<file path="config.mk">
export PLATFORM = sky130hd
export DESIGN_NAME = cache_stats_streamer
export DESIGN_NICKNAME = d
export VERILOG_FILES = /design/src/rtl/cache_stats_streamer.sv
export SDC_FILE = /design/constraint.sdc
export NUM_CORES = 1
export LEC_CHECK = 0
export ABC_CLOCK_PERIOD_IN_PS = 2700
export BUFFER_PORTS_ARGS = -buffer_cell sky130_fd_sc_hd__buf_4
export CAP_MARGIN = 30
export CORE_MARGIN = 2
export CORE_UTILIZATION = 25
export CTS_BUF_LIST = sky130_fd_sc_hd__clkbuf_4 sky130_fd_sc_hd__clkbuf_8
export CTS_CLUSTER_DIAMETER = 60
export DETAILED_ROUTE_END_ITERATION = 7
export GPL_TIMING_DRIVEN = 1
export HOLD_SLACK_MARGIN = 0.06
export MAX_ROUTING_LAYER = met4
export PLACE_DENSITY = 0.43
export SYNTH_ARGS = -nofsm -noshare
export SYNTH_HDL_FRONTEND = slang
export SYNTH_SLANG_ARGS = --single-unit
</file>
<file path="constraint.sdc">
create_clock -name clk -period 2.7 [get_ports clk]
set_clock_uncertainty 0.05 [all_clocks]
set_input_delay 0.135 -clock clk [delete_from_list [all_inputs] [get_ports clk]]
set_output_delay 0.135 -clock clk [all_outputs]
set_load 0.05 [all_outputs]
</file>
<file path="src/rtl/cache_stats_streamer.sv">
`default_nettype none
// cache_stats_streamer: atomic snapshot of six 32-bit cache counters sent as a 27-byte framed stream.
// Optional macro CACHE_STATS_AUTO_EN adds a periodic internal snapshot request every AUTO_PERIOD cycles.
module cache_stats_streamer #(
   parameter logic [7:0]  HEADER      = 8'hA5,
   parameter int unsigned AUTO_PERIOD = 1000000
) (
   input  logic        clk,
   input  logic        rst,
   input  logic        snapshot_req,
   input  logic [31:0] icache_hit_counter,
   input  logic [31:0] icache_miss_counter,
   input  logic [31:0] icache_request_counter,
   input  logic [31:0] dcache_hit_counter,
   input  logic [31:0] dcache_miss_counter,
   input  logic [31:0] dcache_request_counter,
   output logic [7:0]  out_data,
   output logic        out_valid,
   input  logic        out_ready,
   output logic        busy,
   output logic        overrun,
   output logic [7:0]  frame_seq
);

   typedef enum logic [2:0] {
      IDLE      = 3'd0,
      SEND_HDR  = 3'd1,
      SEND_SEQ  = 3'd2,
      SEND_DATA = 3'd3,
      SEND_CSUM = 3'd4
   } state_t;

   localparam logic [4:0] LAST_IDX = 5'd23;

   state_t       state_q;
   logic [191:0] snap_q;
   logic [4:0]   idx_q;
   logic [7:0]   csum_q;
   logic [7:0]   out_data_q;
   logic [7:0]   seq_q;
   logic         out_valid_q;
   logic         busy_q;
   logic         overrun_q;

   logic         req_d;
   logic         accept_d;
   logic [4:0]   next_idx_d;
   logic [7:0]   next_byte_d;

   generate
      if (AUTO_PERIOD < 32) begin : g_period_check
         $error("AUTO_PERIOD must be at least 32");
      end
   endgenerate

`ifdef CACHE_STATS_AUTO_EN
   localparam logic [31:0] AUTO_LAST = 32'(AUTO_PERIOD - 1);

   logic [31:0] period_q;
   logic        auto_fire_d;

   assign auto_fire_d = (period_q == AUTO_LAST);

   always_ff @(posedge clk) begin
      if (!rst) begin
         period_q <= '0;
      end else if (auto_fire_d) begin
         period_q <= '0;
      end else begin
         period_q <= period_q + 32'd1;
      end
   end

   assign req_d = snapshot_req | auto_fire_d;
`else
   assign req_d = snapshot_req;
`endif

   assign accept_d    = out_valid_q & out_ready;
   assign next_idx_d  = idx_q + 5'd1;
   // Snapshot is packed little-endian, icache_hit in the low word, so byte k sits at bits [8k +: 8].
   assign next_byte_d = snap_q[{next_idx_d, 3'b000} +: 8];

   always_ff @(posedge clk) begin
      if (!rst) begin
         state_q     <= IDLE;
         snap_q      <= '0;
         idx_q       <= '0;
         csum_q      <= '0;
         out_data_q  <= '0;
         seq_q       <= '0;
         out_valid_q <= 1'b0;
         busy_q      <= 1'b0;
         overrun_q   <= 1'b0;
      end else begin
         // Requests arriving mid-frame are dropped, only flagged.
         if (req_d && busy_q) begin
            overrun_q <= 1'b1;
         end

         case (state_q)
            IDLE: begin
               if (req_d) begin
                  snap_q      <= {dcache_request_counter, dcache_miss_counter, dcache_hit_counter,
                                  icache_request_counter, icache_miss_counter, icache_hit_counter};
                  seq_q       <= seq_q + 8'd1;
                  out_data_q  <= HEADER;
                  out_valid_q <= 1'b1;
                  busy_q      <= 1'b1;
                  csum_q      <= '0;
                  idx_q       <= '0;
                  state_q     <= SEND_HDR;
               end
            end

            SEND_HDR: begin
               if (accept_d) begin
                  csum_q     <= out_data_q;
                  out_data_q <= seq_q;
                  state_q    <= SEND_SEQ;
               end
            end

            SEND_SEQ: begin
               if (accept_d) begin
                  csum_q     <= csum_q ^ out_data_q;
                  out_data_q <= snap_q[7:0];
                  idx_q      <= '0;
                  state_q    <= SEND_DATA;
               end
            end

            SEND_DATA: begin
               if (accept_d) begin
                  csum_q <= csum_q ^ out_data_q;
                  if (idx_q == LAST_IDX) begin
                     out_data_q <= csum_q ^ out_data_q;
                     state_q    <= SEND_CSUM;
                  end else begin
                     idx_q      <= next_idx_d;
                     out_data_q <= next_byte_d;
                  end
               end
            end

            SEND_CSUM: begin
               if (accept_d) begin
                  out_data_q  <= '0;
                  out_valid_q <= 1'b0;
                  busy_q      <= 1'b0;
                  state_q     <= IDLE;
               end
            end

            default: begin
               state_q <= IDLE;
            end
         endcase
      end
   end

   assign out_data  = out_data_q;
   assign out_valid = out_valid_q;
   assign busy      = busy_q;
   assign overrun   = overrun_q;
   assign frame_seq = seq_q;

endmodule
`default_nettype wire

</file>
# After elaboration in Yosys (flattened, before gate mapping)
# Index checks and enable logic that the tools add are counted.
classes:
  n_bitwise: 2
  add_sub_neg: 2
  n_div: 0
  shift: 1
  eq_ne: 13
  magnitude_cmp: 0
  n_reduce_logical: 13
  mul: 0
  mux: 26
ops:
  columns: ["operator", "n"]
  rows:
  - ["192-bit by 9-bit variable part select with 8-bit output", 1]
  - ["8-bit 2-to-1 mux", 9]
  - ["8-bit case mux with 5 select lines", 1]
  - ["8-bit case mux with 3 select lines", 1]
  - ["5-bit 2-to-1 mux", 4]
  - ["3-bit 2-to-1 mux", 6]
  - ["3-bit case mux with 5 select lines", 1]
  - ["5-bit case mux with 3 select lines", 1]
  - ["2-bit != test (second input constant)", 7]
  - ["6-bit AND reduction", 2]
  - ["8-bit by 1-bit adder with 8-bit output (second input constant)", 1]
  - ["8-bit XOR", 1]
  - ["3-bit by 2-bit == test with 1-bit output (second input constant)", 2]
  - ["3-bit nonzero test", 2]
  - ["5-bit by 1-bit adder with 5-bit output (second input constant)", 1]
  - ["5-bit == test (second input constant)", 1]
  - ["5-bit AND reduction", 1]
  - ["5-bit nonzero test", 1]
  - ["4-bit AND reduction", 1]
  - ["3-bit by 1-bit == test with 1-bit output (second input constant)", 1]
  - ["3-bit == test (second input constant)", 1]
  - ["3-bit zero test", 1]
  - ["3-bit AND reduction", 1]
  - ["1-bit 2-to-1 mux", 2]
  - ["other kinds (7)", 7]
word_totals:
  in_bits: 196
  rom_bits: 0
  memories: 0
  latch_bits: 0
  ff_bits: 226
  elab_cells: 65
  mem_bits_rw: 0

# Logic depth before layout (Yosys ltp)
# Gate-level depths: netlist (run 1).
depth:
  depth_word: 5
  mapped_depth: 10
  ltp_nobuf: 7

# Worst setup path after synthesis (run 1)
# Ideal clock, no wire load.
synth_path:
  path_type: "register to register"
  startpoint: "reg idx_q[0]"
  endpoint: "reg out_data_q[4] (netlist: out_data[4])"
  slack_ns: 0.493
  required_ns: 2.528
  stages_incl_launch_ff: 8
  arrival_ns: 2.035
  path_cell_list: "dfxtp_1 > ha_1 > buf_4 > buf_6 > mux4_2 > mux2i_1 > o22ai_1 > o311a_1"
synth_between:
  elab_chain_cells: 5
synth_rtl:
  columns: ["element", "line_no", "source"]
  rows:
  - ["from (decl)", "37", "logic [4:0] idx_q;"]
  - ["from (signal assigned)", "140", "idx_q <= next_idx_d;"]
  - ["5-bit by 1-bit adder with 5-bit output", "80", "assign next_idx_d = idx_q + 5'd1;"]
  - ["192-bit by 9-bit variable part select with 8-bit output", "82", "assign next_byte_d = snap_q[{next_idx_d, 3'b000} +: 8];"]
  - ["8-bit 2-to-1 mux *", "136", "if (idx_q == LAST_IDX) begin"]
  - ["8-bit 2-to-1 mux *", "134", "if (accept_d) begin"]
  - ["8-bit case mux with 5 select lines *", "101", "case (state_q)"]
  - ["to (signal assigned)", "119", "out_data_q <= seq_q;"]
  - ["to (signal assigned)", "137", "out_data_q <= csum_q ^ out_data_q;"]
  - ["to (signal assigned)", "141", "out_data_q <= next_byte_d;"]
  - ["to (decl)", "39", "logic [7:0] out_data_q;"]
# Mark *: on every way between the ends. The rest lies on a longest branch, timed or not. The select of a mux whose other input is x is not followed.
# A chain may end at the register's enable or synchronous reset.

# Worst setup path after layout (run 1)
layout_path:
  startpoint: "reg idx_q[0]"
  endpoint: "reg out_data_q[0] (netlist: out_data[0])"
# The elaborated chain is that of the path after synthesis.

==> qor.yml, run 1 <==
clockRootBuffer: "clkbuf_8"
relSlewSlack: 0.4568
syn_to_final_growth_pct: 47.08
worst_slew_pin_slew_ps: 814.8
hold_class: "primary input to flip-flop"
startpoint_type: "flip-flop"
synth_edf_count: 0
coreArea_sq_um: 41950
hold_depth: 2
synth.area.top_cells: "dfxtp_1, nand2_1, a21boi_0, mux4_2, clkbuf_1"
r2r_slack_ps: 170
min_to: "out_data[6]$_SDFFE_PN0P_"
cp-end-kind: "flip-flop"
fin_crit_ps: 2526
maxSlewViolCount: 0
cap_violations: 0
grt.overflow.total: 0
clock_latency_ps: 580
synth_area_sq_um: 10650
timing.critical_path.required_ps: 3130
track_usage: 0.1833
nets: 1851
cts_max_level: 2
cts_tree: "built"
synth.distinct_cells: 52
leakage_nw: 6.126
die_h_um: 210.4
cp_max_fo: 42
dieArea_sq_um: 44250
wl_um: 39720
yosysTopAreaCell: "dfxtp_1"
synth.top_cell.area_share: 0.4250
yosysSeqAreaShare: 0.4250
grt_pass1_vias: 10350
io_buffers: 214
crit_type: "flip-flop to flip-flop"
status: "completed"
powerDensity_nw_per_um2: 546.1
fin_crit_sh: 0.9355
rsz0062_at_grt: "false"
syn_nets: 1466
clock.fmax_mhz: 395.9
cts_buffers: 44
setup_tns_ps: 0
grt_pass1_wl_um: 60480
critPathArrivalTime_ps: 2950
rows: 75
wire_per_inst_um: 17.87
avgSynthCellArea_sq_um: 8.396
dr_total_vias: 10240
finalHoldViolCount: 0
drt_iter0_drc: 545
r2r-end: "out_data[0]$_SDFFE_PN0P_"
hold_start: "rst"
drive_gt1_frac: 0.2193
ant_nets: 0
drc: 0
synthArstFlopShare: 0
finalWeightedCongestion: 0.8414
diodes: 0
firstDrtPassIters: 5
setup_viol: 0
ir_drop_v: 0.0002146
synth_seq_cells: 226
start_util: 0.2538
clk_pin_slew_ps: 60
dp_hpwl_um: 27840
grt_max_degree: 106
via_per_inst: 4.606
die_w_um: 210.4
syn_inst: 1268
fin_hold_ws_ps: 146.8
clock_path_buffers: 3
yosysWarningCount: 0
synthFlopType: "dfxtp_1"
clock-sinks: 226
antenna_found_initial: 0
num_io_pins: 215
reg2reg_from: "idx_q[0]$_SDFFE_PN0P_"
reg2reg_depth: 7
cell type report:
cell class                      instances  area [sq um]
Timing Repair Buffer                  439          3869
Fill cell                            4345         26290
Sequential cell                       226          4526
Clock buffer                           70         850.8
Tap cell                              539         674.4
Multi-Input combinational cell        937          5684
Clock inverter                          6         36.28
Inverter                                5         18.77
worst max-delay path by stage:
stage	startpoint	endpoint	slack (ps)	depth (start not counted)
floorplan	idx_q[0]$_SDFFE_PN0P_	out_data[4]$_SDFFE_PN0P_	490	7
global placement	idx_q[1]$_SDFFE_PN0P_	out_data[4]$_SDFFE_PN0P_	180	6
detailed placement	idx_q[1]$_SDFFE_PN0P_	out_data[4]$_SDFFE_PN0P_	130	6
CTS	idx_q[1]$_SDFFE_PN0P_	out_data[4]$_SDFFE_PN0P_	160	6
global route	idx_q[1]$_SDFFE_PN0P_	out_data[4]$_SDFFE_PN0P_	70	6
finish	idx_q[0]$_SDFFE_PN0P_	out_data[0]$_SDFFE_PN0P_	170	7
layer usage:
layer  global-route usage  vias to the layer above  wire (um)
met4              0.05478                        0        917
met3              0.02622                       53       1401
met2               0.2933                      203      18440
met5                    -                        -          0
li1                     -                     5100          -
met1               0.2405                     4879      18960
cells in the mapped netlist, drive strengths merged (2+ instances only):
master / number
nand2: 464
dfxtp: 226
a21boi: 196
clkbuf: 57
buf: 43
o21ai: 34
mux4: 32
nand3: 24
mux2i: 21
a21oi: 20
a32oi: 18
nor2b: 17
nor2: 14
a22oi: 9
and2: 9
nand2b: 8
a21o: 7
nand4: 7
xnor2: 6
inv: 5
o22ai: 5
xor2: 5
nor3b: 4
o311a: 4
nor3: 3
o211a: 3
o211ai: 3
a221oi: 2
and4b: 2
ha: 2
o21a: 2
o221a: 2
o221ai: 2
sequential cells by signal, indices dropped and copies added (netlist names):
register,cells
busy,1
csum_q,8
frame_seq,8
idx_q,5
out_data,8
overrun,1
snap_q,192
state_q,3
cell families (layout without fill, tap and decap cells):
kind of cell / Yosys count / after routing / synth area share
adder cells (fa/ha/maj): 2 / 2 / 0.002350
buffers and inverters: 105 / 520 / 0.04442
flip-flops: 226 / 226 / 0.4250
multiplexers: 53 / 53 / 0.08744
AND/OR/NAND/NOR: 560 / 560 / 0.2184
XOR/XNOR: 11 / 11 / 0.009049
AO/OA/AOI/OAI: 311 / 311 / 0.2134
stage by stage:
| stage | area (sq um) | power (mW) | std cells | worst slack, ps | utilization |
|---|---|---|---|---|---|
| 2_1_floorplan | 10650 | 4.337 | 1268 | 493.2 | - |
| 3_3_place_gp | 12830 | 4.901 | 1952 | 184.0 | 0.3058 |
| 3_5_place_dp | 12830 | 4.903 | 1952 | 127.2 | 0.3058 |
| 4_1_cts | 15660 | 8.699 | 2222 | 157.1 | 0.3732 |
| 5_1_grt | 15660 | 8.993 | 2222 | 67.90 | 0.3733 |
| 6_report | 15660 | 8.551 | 2222 | 174.2 | 0.3733 |
report_power, final:
| group | switching [mW] | internal [mW] |
|---|---|---|
| logic | 0.651 | 0.672 |
| registers | 0.173 | 3.55 |
| clock network | 1.52 | 1.99 |
| total | 2.34 | 6.21 |
critical path: stages (launching register included):
cell	delay [ps]
dfxtp_2	320
buf_4	580
mux4_2	650
nand2_1	100
nand2_1	100
a32oi_1	250
o221ai_1	170
o211a_1	170
placed cells by master (no fill, tap or decap), types with 7 or more instances in the layout:
cell,instances
nand4_1,7
mux4_2,32
a21o_1,7
nand3_1,22
a32oi_1,18
a22oi_1,9
buf_12,7
a21boi_0,177
nor2_1,14
a21boi_1,19
nor2b_1,16
o21ai_0,28
a21oi_1,20
dfxtp_1,225
buf_4,238
mux2i_1,21
clkbuf_8,52
nand2b_1,8
clkbuf_4,18
and2_1,9
nand2_1,464
dlygate4sd3_1,194
repair_timing:
action,4_1_cts,5_1_grt
endpoints found under the setup margin,0,1
setup buffers,0,0
hold buffers,194,0
gates resized for setup,0,1
endpoints found under the hold margin,195,0
(Power assumes the default switching activity.)
==> run 2: changes to the inputs <==
Settings changed: ABC_AREA set to 1, TNS_END_PERCENT set to 1.
==> run 2 against run 1 <==
  * Synthesized area shrank 3.9%
  * Non-clock buffer count decreased by 6
  * Critical path depth is 2 higher
  * Global-route usage is 0.46 points higher
  * Via count increased by 6.7%
  * Core utilization rose by 0.28 points
  * Highest routed layer unchanged
==> qor.yml, run 2 <==
status: "completed"
synth_edf_count: 0  # unchanged
cts_max_level: 2  # unchanged
clockRootBuffer: "clkbuf_8"
crit_slowest_cell: "dlygate4sd3_1"
synth_seq_cells: 226  # unchanged
max_stage_delay_ps: 560  # -90 ps
worst_slew_pin_slew_ps: 544.8  # -270.0 ps
crit_family: "buffers and inverters"
dp_hpwl_um: 26980  # -3.1%
wire_per_inst_um: 16.60  # -7.1%
firstDrtPassIters: 5  # unchanged
syn_nets: 1660  # +13%
synth.top_cell.area_share: 0.4423  # +0.01736
cp-end-kind: "flip-flop"
synth_common_cells: "nand2_1, a21oi_1, dfxtp_1"
synthArstFlopShare: 0  # unchanged
largest_register_ff_count: 192  # unchanged
start_util: 0.2516  # -0.002164
clk_pin_slew_ps: 60  # about the same
hold_class: "primary input to flip-flop"
num_io_pins: 215  # unchanged
die_w_um: 206.3  # -1.9%
setup_viol: 0  # unchanged
crit_type: "flip-flop to flip-flop"
yosysTopAreaCell: "dfxtp_1"
finalHoldViolCount: 0  # unchanged
via_per_inst: 4.547  # -1.3%
syn_to_final_growth_pct: 49.44
fin_crit_ps: 2477  # -48.95 ps
leakage_nw: 6.309  # +3.0%
final_common_cell: "nand2_1"
synth_most_common_cell: "nand2_1"
syn_inst: 1462  # +15%
synth.area.top_cells: "dfxtp_1, a21oi_1, nand2_1, o21ai_0, inv_1"
cts_buffers: 44  # unchanged
final_cell_mix: "nand2_1, a21oi_1, dfxtp_1, buf_4, dlygate4sd3_1"
track_usage: 0.1879  # +0.004644
ant_nets: 0  # unchanged
clock_path_buffers: 3  # unchanged
ir_drop_v: 0.0002892  # +35%
grt_max_degree: 152  # +43%
synthFlopType: "dfxtp_1"
drc: 0  # unchanged
clock.fmax_mhz: 403.7  # +2.0%
relSlewSlack: 0.6363  # +0.1795
cts_setup_buffers: 0  # unchanged
dieArea_sq_um: 42550  # -3.9%
drt_iter0_drc: 716  # +31%
timing.critical_path.required_ps: 3150  # +20 ps
setup_tns_ps: 0  # unchanged
rows: 74  # -1.3%
wl_um: 39880  # +0.40%
grt_pass1_vias: 10850  # +4.9%
nets: 2034  # +9.9%
grt.overflow.total: 0  # unchanged
dr_total_vias: 10920  # +6.7%
synth.distinct_cells: 37  # -29%
n_fill_cell: 4324  # -0.48%
avgSynthCellArea_sq_um: 6.996  # -17%
coreArea_sq_um: 40650  # -3.1%
io_buffers: 214  # unchanged
drive_gt1_frac: 0.1835  # -0.03573
grt_pass1_wl_um: 60370  # -0.18%
cp_max_fo: 71  # +69%
powerDensity_nw_per_um2: 807.2  # +48%
path_buf_inv: 4  # +3
yosysWarningCount: 0  # unchanged
yosysSeqAreaShare: 0.4423  # +0.01736
rsz0062_at_grt: "false"
die_h_um: 206.3  # -1.9%
worstPathCellList: "nor2_4 -> inv_1 -> nor2_2 -> nand2_8 -> inv_2 -> buf_12 -> nand2_1 -> a21oi_1 -> dlygate4sd3_1"
power_mw: 12.34  # +44%
startpoint_type: "flip-flop"
cap_violations: 0  # unchanged
fin_crit_sh: 0.9173  # -0.01813
clock-sinks: 226  # unchanged
critPathArrivalTime_ps: 2930  # -20 ps
antenna_found_initial: 1  # +1
maxSlewViolCount: 0  # unchanged
regMostFlops: "snap_q"
synth_area_sq_um: 10230  # -3.9%
cts_tree: "built"
finalWeightedCongestion: 0.8107  # -3.6%
clock_latency_ps: 560  # -20 ps
run 2: changes by cell type after synthesis, sizes merged, moves of 18 or more:
cell	delta
mux2i	-21
nand3	+61
a32oi	-18
inv	+144
a21boi	-196
nand2	-137
nor2	+27
a21oi	+251
mux4	-32
o21ai	+163
run 2: area by class of cell:
cell class | count | area (sq um) | share of cell area
multi-input cells | 982 | 4693 | 0.3070
inverters | 149 | 560.5 | 0.03667
diodes | 1 | 2.502 | 0.0001637
clock buffers | 71 | 889.6 | 0.05820
well taps | 532 | 665.6 | 0.04355
clock inverters | 8 | 70.07 | 0.004584
flip-flops and latches | 226 | 4528 | 0.2962
repair buffers | 433 | 3876 | 0.2536
run 2: cell families (layout without fill, tap and decap cells):
kind of cell	after synthesis	after routing	synth area share
compound gates	499	499	0.2524
simple gates	470	470	0.1896
buf+inv	254	661	0.1017
flops	226	226	0.4423
xor+xnor	11	11	0.01162
fa+ha+maj	2	2	0.002446
other cells	0	1	0
run 2: what timing repair did:
item	CTS	global route
hold buffers	200	0
setup endpoints to repair	0	2
hold endpoints to repair	207	0
resized for setup	0	2
run 2: path summary, 6_finish.rpt:
| path | cells past startpoint | from | slack, ps | end |
|---|---|---|---|---|
| worst max-delay path | 9 | state_q[0]$_SDFFE_PN0P_ | 220 | snap_q[15]$_SDFFE_PN0P_ |
| worst max register to register | 9 | state_q[0]$_SDFFE_PN0P_ | 220 | snap_q[15]$_SDFFE_PN0P_ |
| worst min register to register | 2 | snap_q[20]$_SDFFE_PN0P_ | 400 | snap_q[20]$_SDFFE_PN0P_ |
| worst min-delay path | 4 | dcache_request_counter[30] | 320 | snap_q[190]$_SDFFE_PN0P_ |
run 2: worst min-delay path: stages:
cell,delay (ps)
dlygate4sd3_1,520
buf_4,100
nand2_1,40
a21oi_1,100
run 2: stage by stage:
step	std cells	hold WS [ps]	setup WS (ps)	instance area, sq um	utilization
final	2402	324.0	223.2	15290	0.3761
after global routing	2402	323.1	45.93	15290	0.3761
after CTS	2400	293.6	123.9	15250	0.3751
after detailed placement	2121	348.9	469.8	12290	0.3023
after global placement	2121	343.1	485.9	12290	0.3023
after floorplan	1462	227.9	926.4	10230	-
run 2: per-layer routing:
layer | routed length [um] | share of wire | GRT usage
met5 | 0 | 0 | -
met4 | 786 | 0.020 | 0.04668
met3 | 1517 | 0.038 | 0.02412
met2 | 18720 | 0.47 | 0.3079
met1 | 18850 | 0.47 | 0.2454
run 2: power breakdown:
group | switching, mW | internal [mW]
Combinational | 2.64 | 1.47
Clock | 1.51 | 2.18
Sequential | 0.363 | 4.18
Total | 4.51 | 7.83
==> run 3: changes to the inputs <==
Settings changed: PLACE_DENSITY 0.43 to unset.
==> run 3 against run 2 <==
  * Via count rose by 2.2%
  * Global-route usage fell by 0.57 points
  * Critical path depth fell by 1
  * Register-to-register slack got worse by 60 ps
  * Sequential power barely moved
  * Worst hold slack improved by 6.4 ps
  * Critical path type unchanged
==> qor.yml, run 3 (synthesis gave the netlist of run 2 again) <==
status: "completed"
cts_tree: "built"
die_w_um: 206.3  # unchanged
via_per_inst: 4.597  # +1.1%
wl_um: 38610  # -3.2%
io_buffers: 214  # unchanged
cts_buffers: 44  # unchanged
cp_max_fo: 48  # -32%
dp_hpwl_um: 25560  # -5.3%
clock_path_buffers: 3  # unchanged
final_cell_mix: "nand2_1, a21oi_1, dlygate4sd3_1, buf_4, dfxtp_1"
drt_iter0_drc: 853  # +19%
fin_ws_ps: 161.9  # -61.33 ps
coreArea_sq_um: 40650  # unchanged
drc: 0  # unchanged
ir_drop_v: 0.0003649  # +26%
antenna_found_initial: 3  # +2
r2r-end: "snap_q[82]$_SDFFE_PN0P_"
grt.overflow.total: 0  # unchanged
met1_length_um: 16970  # -10%
finalWeightedCongestion: 0.8776  # +8.3%
powerDensity_nw_per_um2: 789.2  # -2.2%
fin_hold_ws_ps: 330.3  # +6.355 ps
grt_pass1_wl_um: 58880  # -2.5%
dieArea_sq_um: 42550  # unchanged
clk_pin_slew_ps: 60  # about the same
grt_max_degree: 89  # -41%
finalHoldViolCount: 0  # unchanged
clock-sinks: 226  # unchanged
grt_pass1_vias: 11040  # +1.7%
crit_slowest_cell: "dlygate4sd3_1"
syn_to_final_growth_pct: 51.09
fin_cells: 2428  # +1.1%
wl_met3_um: 2377  # +57%
crit_type: "flip-flop to flip-flop"
setup_viol: 0  # unchanged
worstPathCellList: "nor2_4 -> inv_1 -> nor2_2 -> nand2_8 -> buf_4 -> o21ai_0 -> dlygate4sd3_1 -> a21oi_1"
crit_end: "snap_q[82]$_SDFFE_PN0P_"
cap_violations: 0  # unchanged
cts_setup_buffers: 0  # unchanged
fin_crit_sh: 0.9401  # +0.02272
nets: 2063  # +1.4%
cp-startpoint: "state_q[0]$_SDFFE_PN0P_"
dr_wl_met2_um: 18280  # -2.4%
place_ws_ps: 244.4  # -225.3 ps
multi_input_area_sq_um: 4693  # unchanged
num_io_pins: 215  # unchanged
maxSlewViolCount: 0  # unchanged
cts_max_level: 2  # unchanged
rows: 74  # unchanged
startpoint_type: "flip-flop"
start_util: 0.2516  # unchanged
r2r_slack_ps: 160  # -60 ps
timing.critical_path.required_ps: 3080  # -70 ps
firstDrtPassIters: 5  # unchanged
die_h_um: 206.3  # unchanged
hold_class: "primary input to flip-flop"
regMostFlops: "snap_q"
ant_nets: 0  # unchanged
regArea_sq_um: 4528  # unchanged
power_mw: 12.20  # -1.1%
critPathArrivalTime_ps: 2920  # about the same
largest_register_ff_count: 192  # unchanged
hold_start: "dcache_hit_counter[15]"
reg2reg_from: "state_q[0]$_SDFFE_PN0P_"
worst_slew_pin_slew_ps: 628.4  # +83.63 ps
max_stage_delay_ps: 590  # +30 ps
drive_gt1_frac: 0.1781  # -0.005402
clock_latency_ps: 570  # about the same
cp-end-kind: "flip-flop"
dr_total_vias: 11160  # +2.2%
reg2reg_depth: 8  # -1
fin_crit_ps: 2538  # +61.33 ps
dp.cells: 2122  # +0.047%
final_util: 0.3802  # +0.004155
relSlewSlack: 0.5811  # -0.05522
clock.fmax_mhz: 394.0  # -2.4%
top_layer_used: "met4"
leakage_nw: 6.392  # +1.3%
n_fill_cell: 4162  # -3.7%
track_usage: 0.1823  # -0.005652
clockRootBuffer: "clkbuf_8"
final_common_cell: "nand2_1"
wire_per_inst_um: 15.90  # -4.2%
==> run 3: cell types whose count changed in the layout (fill, tap and decap cells not counted), sizes merged <==
| cell | change |
|---|---|
| buf | +1 |
| bufinv | +1 |
| clkbuf | -6 |
| clkinv | -2 |
| clkinvlp | -1 |
| diode | +3 |
| dlygate4sd3 | +29 |
| inv | +1 |
==> run 3: report_power, final <==
group | switching [mW] | internal, mW
Sequential | 0.347 | 4.18
Clock | 1.48 | 2.10
Combinational | 2.57 | 1.51
==> run 3: metal layers <==
metal | track usage | up-vias
li1 | - | 5632
met1 | 0.2259 | 5113
met2 | 0.3023 | 349
met3 | 0.03201 | 68
met4 | 0.05561 | 0
met5 | - | -
==> run 3: through the flow <==
step / TNS [ps] / instance area (sq um)
floorplan: 0 / 10230
global placement: 0 / 12240
detailed placement: 0 / 12240
CTS: 0 / 15440
global route: -0.8931 / 15450
finish: 0 / 15450
==> run 3: worst max-delay path, delay by kind of cell, from the launching register on <==
| kind | cells | cell delay (ps) |
|---|---|---|
| compound gates | 2 | 320 |
| buf+inv | 3 | 1040 |
| flops | 1 | 360 |
| simple gates | 3 | 610 |
==> run 3: layout make-up <==
class,instances,area share
multi-input cells,982,0.3037
flip-flops and latches,226,0.2930
repair buffers,462,0.2647
clock buffers,66,0.05270
well taps,532,0.04307
inverters,149,0.03627
clock inverters,7,0.005910
diodes,4,0.0006477
==> run 3: what timing repair did <==
action | 4_1_cts | 5_1_grt
resized for setup | 0 | 1
setup endpoints to repair | 0 | 14
hold buffers | 229 | 0
hold endpoints to repair | 201 | 0
==> run 3: worst min-delay path by stage <==
stage               cells after the start                        to  slack, ps
floorplan                               2  snap_q[120]$_SDFFE_PN0P_        230
global placement                        3  snap_q[158]$_SDFFE_PN0P_        340
detailed placement                      3  snap_q[171]$_SDFFE_PN0P_        350
CTS                                     4  snap_q[169]$_SDFFE_PN0P_        290
global route                            4  snap_q[147]$_SDFFE_PN0P_        330
finish                                  4  snap_q[111]$_SDFFE_PN0P_        330
